`src/rtl/demux_pkg.sv`:
```
// Shared types and helpers for the 1-to-N packet stream demultiplexer.
package demux_pkg;

    typedef enum logic [1:0] {
        IDLE,
        PASS,
        DROP
    } state_t;

    // Select width for N channels; never narrower than one bit.
    function automatic int unsigned sel_width(input int unsigned n);
        return (n < 2) ? 1 : $clog2(n);
    endfunction

endpackage

```
`src/rtl/demux_out_reg.sv`:
```
// One-entry output register: payload, last flag and destination channel with valid/ready.
module demux_out_reg
    import demux_pkg::*;
#(
    parameter int unsigned W  = 8,
    parameter int unsigned N  = 4,
    parameter int unsigned SW = sel_width(N)
) (
    input  logic          clk,
    input  logic          rst,
    input  logic          load,
    input  logic [W-1:0]  load_data,
    input  logic          load_last,
    input  logic [SW-1:0] load_sel,
    output logic [W-1:0]  out_data,
    output logic          out_last,
    output logic [N-1:0]  out_valid,
    input  logic [N-1:0]  out_ready,
    output logic          reg_valid,
    output logic          can_load
);

    logic [SW-1:0] reg_sel;
    logic          drain;

    assign drain    = reg_valid && out_ready[reg_sel];
    assign can_load = !reg_valid || out_ready[reg_sel];

    always_ff @(posedge clk or posedge rst) begin
        if (rst) begin
            reg_valid <= 1'b0;
            reg_sel   <= '0;
            out_data  <= '0;
            out_last  <= 1'b0;
        end else if (load) begin
            reg_valid <= 1'b1;
            reg_sel   <= load_sel;
            out_data  <= load_data;
            out_last  <= load_last;
        end else if (drain) begin
            reg_valid <= 1'b0;
        end
    end

    always_comb begin
        out_valid = '0;
        for (int unsigned i = 0; i < N; i++) begin
            out_valid[i] = reg_valid && (reg_sel == SW'(i));
        end
    end

endmodule

```
`src/rtl/demux1_to_n_stream.sv`:
```
// Packet-aware 1-to-N stream demux; optional select range check via DEMUX_SEL_CHECK_EN.
module demux1_to_n_stream
    import demux_pkg::*;
#(
    parameter int unsigned W  = 8,
    parameter int unsigned N  = 4,
    parameter int unsigned SW = sel_width(N)
) (
    input  logic          clk,
    input  logic          rst,
    input  logic [W-1:0]  in_data,
    input  logic [SW-1:0] in_sel,
    input  logic          in_last,
    input  logic          in_valid,
    output logic          in_ready,
    output logic [W-1:0]  out_data,
    output logic          out_last,
    output logic [N-1:0]  out_valid,
    input  logic [N-1:0]  out_ready,
    output logic          busy,
    output logic          err
);

    localparam logic [SW:0]   N_EXT    = (SW + 1)'(N);
    localparam logic [SW-1:0] LAST_SEL = SW'(N - 1);

    state_t        state, state_next;
    logic [SW-1:0] cur_sel, cur_sel_next;
    logic [SW-1:0] first_sel, load_sel;
    logic          in_range, sel_ok;
    logic          load, can_load, reg_valid, accept;

    assign in_range = ({1'b0, in_sel} < N_EXT);

`ifdef DEMUX_SEL_CHECK_EN
    logic err_next;

    assign sel_ok    = in_range;
    assign first_sel = in_sel;
    assign err_next  = (state == IDLE) && accept && !sel_ok;

    always_ff @(posedge clk or posedge rst) begin
        if (rst) begin
            err <= 1'b0;
        end else begin
            err <= err_next;
        end
    end
`else
    assign sel_ok    = 1'b1;
    assign first_sel = in_range ? in_sel : LAST_SEL;
    assign err       = 1'b0;
`endif

    assign in_ready = (state == DROP) ? 1'b1 : can_load;
    assign accept   = in_valid && in_ready;
    assign busy     = (state != IDLE) || reg_valid;

    always_ff @(posedge clk or posedge rst) begin
        if (rst) begin
            state   <= IDLE;
            cur_sel <= '0;
        end else begin
            state   <= state_next;
            cur_sel <= cur_sel_next;
        end
    end

    always_comb begin
        state_next   = state;
        cur_sel_next = cur_sel;
        load         = 1'b0;
        load_sel     = cur_sel;
        case (state)
            IDLE: begin
                if (accept) begin
                    if (sel_ok) begin
                        load         = 1'b1;
                        load_sel     = first_sel;
                        cur_sel_next = first_sel;
                        if (!in_last) state_next = PASS;
                    end else if (!in_last) begin
                        state_next = DROP;
                    end
                end
            end
            PASS: begin
                if (accept) begin
                    load = 1'b1;
                    if (in_last) state_next = IDLE;
                end
            end
            DROP: begin
                if (accept && in_last) state_next = IDLE;
            end
            default: state_next = IDLE;
        endcase
    end

    // The held beat keeps its own channel even after cur_sel moves on.
    demux_out_reg #(
        .W (W),
        .N (N),
        .SW(SW)
    ) u_out_reg (
        .clk      (clk),
        .rst      (rst),
        .load     (load),
        .load_data(in_data),
        .load_last(in_last),
        .load_sel (load_sel),
        .out_data (out_data),
        .out_last (out_last),
        .out_valid(out_valid),
        .out_ready(out_ready),
        .reg_valid(reg_valid),
        .can_load (can_load)
    );

endmodule
```
`config.mk`:
```
export PLATFORM = sky130hd
export DESIGN_NAME = demux1_to_n_stream
export DESIGN_NICKNAME = d
export VERILOG_FILES = /design/src/rtl/demux_pkg.sv /design/src/rtl/demux_out_reg.sv /design/src/rtl/demux1_to_n_stream.sv
export SDC_FILE = /design/constraint.sdc
export NUM_CORES = 1
export LEC_CHECK = 0
export ABC_AREA = 1
export CAP_MARGIN = 5
export CORE_ASPECT_RATIO = 1.75
export CORE_UTILIZATION = 30
export DETAILED_ROUTE_END_ITERATION = 8
export HOLD_SLACK_MARGIN = 0.06
export PLACE_DENSITY = 0.73
export SLEW_MARGIN = 20
export SYNTH_ARGS = -nofsm -noshare
export SYNTH_HDL_FRONTEND = slang
export SYNTH_SLANG_ARGS = --single-unit
```
`constraint.sdc`:
```
create_clock -name clk -period 1.92 [get_ports clk]
set_clock_uncertainty 0.05 [all_clocks]
set_input_delay 0.384 -clock clk [delete_from_list [all_inputs] [get_ports clk]]
set_output_delay 0.384 -clock clk [all_outputs]
set_load 0.005 [all_outputs]
```
== Yosys cells after proc, flatten, opt, wreduce, memory -nomap -nowiden ==
Index checks and enable logic that the tools add are counted.

* Word-level logic and storage cells: 48
* Register bits: 16
* Output and inout port bits: 16
* Input bits: 18

* Reductions and logical operators: 16
* Equality and inequality tests: 10
* Magnitude comparators: 1
* Muxes and demuxes: 15

{| class="wikitable"
|+ Operators by type and width
! cell !! count
|-
| 2-to-1 mux 2 bit || 7
|-
| inequality test 2 bit (second input constant) || 4
|-
| logical AND 1 bit || 7
|-
| equality test 2 bit (second input constant) || 3
|-
| 2-to-1 mux 1 bit || 6
|-
| case mux 2 bit (3 select lines) || 1
|-
| AND reduction 5 bit || 1
|-
| equality test 2 x 1 -> 1 bit (second input constant) || 2
|-
| logical NOT 2 bit || 2
|-
| nonzero test 2 bit || 2
|-
| < comparator 2 x 3 -> 1 bit (second input constant) || 1
|-
| binary-select mux 1 bit (select 2 bit) || 1
|-
| logical OR 1 bit || 2
|-
| inequality test 2 x 1 -> 1 bit (second input constant) || 1
|-
| OR reduction 2 bit || 1
|-
| logical NOT 1 bit || 1
|}

== Logic depth before layout (Yosys ltp) ==
* Word-level depth: 8
* Depth in mapped cells: 10
* Mapped depth without buffers: 10

== Hierarchy ==
From an unflattened synthesis, not the netlist that was laid out.

* Cells, all modules: 82
* Area, all modules: 660.6 µm²

{| class="wikitable"
|+ By module, submodules not included
! module !! sequential area each (µm²) !! instances !! area an instance (µm²) !! cells an instance
|-
| demux_out_reg || 300.3 || 1 || 511.7 || 63
|-
| demux1_to_n_stream || 75.1 || 1 || 148.9 || 19
|}

== Least setup slack after synthesis ==
No wires, ideal clock.

* Kind: register to register
* From: reg u_out_reg.reg_sel[0]
* To: reg u_out_reg.reg_sel[0]
* Arrival time: 1.076 ns
* Clock period less this slack: 1.242 ns
* Setup slack: 0.678 ns
* Data required time: 1.753 ns
* Path buffers: 1
* Stages on the path, launching flop included: 11
* Library setup time: 0.117 ns
* Cell sequence: dfrtp_1 inv_2 nand2_1 nand2_1 nand2_2 nand3_4 nand2_4 inv_2 buf_6 nand3_2 nand2_1

* Word-level cells in the longest chain between the ends: 7
* Elaborated cells between the ends (all ways): 9
* Classes of those cells: mux: 7; reduce/logical: 2

{| class="wikitable"
|+ Ends and longest elaborated chain
! item !! RTL line !! RTL
|-
| start, declared || demux_out_reg.sv:23 || <nowiki>logic [SW-1:0] reg_sel;</nowiki>
|-
| start signal, assigned || demux_out_reg.sv:37 || <nowiki>reg_sel <= load_sel;</nowiki>
|-
| binary-select mux 1 bit (select 2 bit) (*) || demux_out_reg.sv:27 || <nowiki>assign can_load = !reg_valid || out_ready[reg_sel];</nowiki>
|-
| 2-to-1 mux 1 bit (not written as such) (*) || demux_out_reg.sv:27 ||
|-
| logical OR 1 bit (*) || demux_out_reg.sv:27 ||
|-
| 2-to-1 mux 1 bit (*) || demux1_to_n_stream.sv:55 || <nowiki>assign in_ready = (state == DROP) ? 1'b1 : can_load;</nowiki>
|-
| via in_ready || demux1_to_n_stream.sv:15 || <nowiki>output logic in_ready,</nowiki>
|-
| logical AND 1 bit (*) || demux1_to_n_stream.sv:56 || <nowiki>assign accept = in_valid && in_ready;</nowiki>
|-
| 2-to-1 mux 2 bit or 2-to-1 mux 1 bit (tied branches) (2 in series) || n/a ||
|}

The timed path passes the listed nets; every way through them passes the cells marked *. The select of a mux whose other input is x is not followed.
A chain may end at the register's enable or synchronous reset.

== Worst setup path after layout ==
* From: reg u_out_reg.reg_sel[0]
* To: out out_valid[3]

* Word-level cells in the longest chain between the ends: 2

{| class="wikitable"
|+ Ends and longest elaborated chain
! item !! RTL line !! RTL
|-
| equality test 2 bit || demux_out_reg.sv:48 || <nowiki>out_valid[i] = reg_valid && (reg_sel == SW'(i));</nowiki>
|-
| logical AND 1 bit || demux_out_reg.sv:48 ||
|-
| end, declared || demux1_to_n_stream.sv:18 || <nowiki>output logic [N-1:0] out_valid,</nowiki>
|}

No other way between the ends.

==> results.md <==
* Crit path DAT at 1.42 ns
* EDFF count, synth at 0
* Register area at about 380 µm²
* Largest net degree at the start of global routing at 16
* Iteration-0 DRC count of the detailed router at 11
* First-pass GRT wire length at about 2500 µm
* Most common cell in the netlist: nand2_1
* Max-cap violations at 0
* CORE AREA at between 2000 and 2500 µm²
* Routed Antenna Nets at 0
* P_leak at between 0.5 and 0.6 nW
* Post-synth top area cell: dfrtp_1
* Yosys top cell area share at 0.524
* 1st-pass router iterations at 4
* Dominant cells by area after synthesis: dfrtp_1, nand2_1, inv_1, nand3_2, nor3_1
* Synth-to-Final Area Change at 57.4%
* Top_reg_cell synth: dfrtp_1
* WS Path Type: flip-flop to output port
* Required time worst endpoint at 1.49 ns
* Total gr overflow at 0
* Fin nets at around 140
* Initial Utilization at 0.315
* Row count at 23
* Chip width at between 30 and 40 µm
* Final wirelength at between 1500 and 2000 µm
* CTS Buffer Depth at 2
* Top-level I/O count at 34
* Fin crit share at 0.967
* DRC at 0
* Final non-filler cell total at 150
* Tmin final at 1.86 ns
* Yosys reg bits at 15
* Post-DP HPWL at ~1300 µm
* Synthesized cell area at between 700 and 800 µm²
* I/O Buffers at 32
* CTS root buf: clkbuf_8
* Flop-to-flop setup slack at just over 0.4 ns
* Pwr/cell area at about 1500 nW/µm²
* Synth warn at 0
* Synth cell types at 16
* Crit start category: flip-flop
* Vias in the first global route at around 610
* CTS H-tree depth at 1
* RSZ-0062 raised after global routing: no
* Clock sink total at 15
* Via count at approximately 670
* Util after Layout at 0.496
* Slew headroom at 0.647
* Setup TNS at 0 ns
* Max IR drop VDD at 719 µV
* Fill cells at about 230
* Avg WL per Cell at approximately 11 µm
* Pwr Total at approximately 1.7 mW
* CTS Buf Count at 3
* Area occupied by multi-input gates at 274 µm²
* Fraction of registers with async set/reset at 1.00
* FMAX at between 0.5 and 0.6 GHz
* Worst Setup End Kind: output port
* Initial antenna violation count at 0
* N_diodes at 0
* Vias per cell at 4.45
* GP Congestion at 0.695
* CTS tree: yes
* Final setup violation count at 0
* Synth cell count leaders: nand2_1, dfrtp_1, inv_1
* Clk_lat worst skew at 0.25 ns
* Total Routing Usage GR at 0.147
* Status: finished, final reports clean
* Die ar. at 2600 µm²
* Mean area per synthesized cell at between 8 and 9 µm²
* Die H at ~67 µm
* Mapped Nets at between 100 and 150
* Share of layout cells above drive strength 1 at 0.144
* Hold Crit Class: input port to async pin
* Worst slew pin tran at about 0.53 ns
* Gate count of the mapped netlist at a little under 90
* Fin. Hold Viols at 0
* Crit-path max FO at 6
* Max Slew Vio Count at 0
* Cell count after placement at around 140
* Seq/Total Area, Yosys at 0.524
* Clk pin slew, worst setup/hold paths at 0.06 ns
## stage by stage
step	instance area (µm²)	worst slack [ns]	hold slack [ns]
after floorplan	717	0.678	0.235
after global placement	1060	-0.100	0.412
after detailed placement	1060	-0.108	0.414
after CTS	1120	0.0177	0.430
after global routing	1130	0.00126	0.444
final	1130	0.0635	0.427
## worst paths after layout
kind / depth (start not counted) / to / start
min in group clk: 2 / u_out_reg.out_data[4] / u_out_reg.out_data[4]
worst min register to register: 2 / u_out_reg.out_data[4] / u_out_reg.out_data[4]
worst max register to register: 11 / u_out_reg.out_data[3] / u_out_reg.reg_sel[0]
worst max-delay path: 3 / out_valid[3] / u_out_reg.reg_sel[0]
worst min-delay path: 2 / u_out_reg.out_data[5] / rst
max in group asynchronous: 2 / u_out_reg.reg_sel[0] / rst
## routing by layer
| layer | GRT usage | share of wire | vias to the layer above |
|---|---|---|---|
| li1 | - | - | 335 |
| met1 | 0.138 | 0.34 | 303 |
| met2 | 0.258 | 0.57 | 24 |
| met3 | 0.0233 | 0.046 | 5 |
| met4 | 0.116 | 0.040 | 0 |
| met5 | 0 | 0 | - |
## layout make-up
class                           instances  share of cell area
Sequential cell                        15               0.334
Inverter                               11              0.0366
Tap cell                               25              0.0277
Multi-Input combinational cell         58               0.243
Clock buffer                            3              0.0366
Clock inverter                          1             0.00443
Timing Repair Buffer                   37               0.318
## layout by cell type, fill, tap and decap left out, types with 2 or more instances in the layout
cell type	n
dfrtp_1	14
clkbuf_8	3
nand2_2	2
and2_1	2
nor3_1	4
clkdlybuf4s50_1	30
inv_1	9
nand3_2	2
inv_2	2
nand4_1	2
buf_4	5
nand2_1	41
## critical path, cell delays in order (launching register included)
cell and delay (ns):
dfrtp_2 0.41, inv_2 0.07, nor3_1 0.17, clkdlybuf4s50_1 0.52
## report_power, final
group | switching, mW | internal (mW)
logic | 0.393 | 0.476
clock network | 0.107 | 0.144
registers | 0.0899 | 0.474
## cells by family (layout without fill, tap and decap cells)
family                 after synthesis  after routing  share of synthesized area
AO/OA/AOI/OAI                        1              1                    0.00697
buffers and inverters               14             52                     0.0942
other                                1              1                    0.00523
AND/OR/NAND/NOR                     56             56                      0.370
flip-flops                          15             15                      0.524
## what timing repair did
action	4_1_cts	5_1_grt
gates resized for setup	1	2
endpoints found under the setup margin	2	3
setup buffers	1	1
hold buffers	0	0
gates cloned	0	0
## state kept, by name, summed over array words and instances (netlist names)
name / flops
u_out_reg.reg_sel: 2
u_out_reg.out_data: 8
state: 1
cur_sel: 2
u_out_reg.out_last: 1
u_out_reg.reg_valid: 1
(Power assumes the default switching activity.)
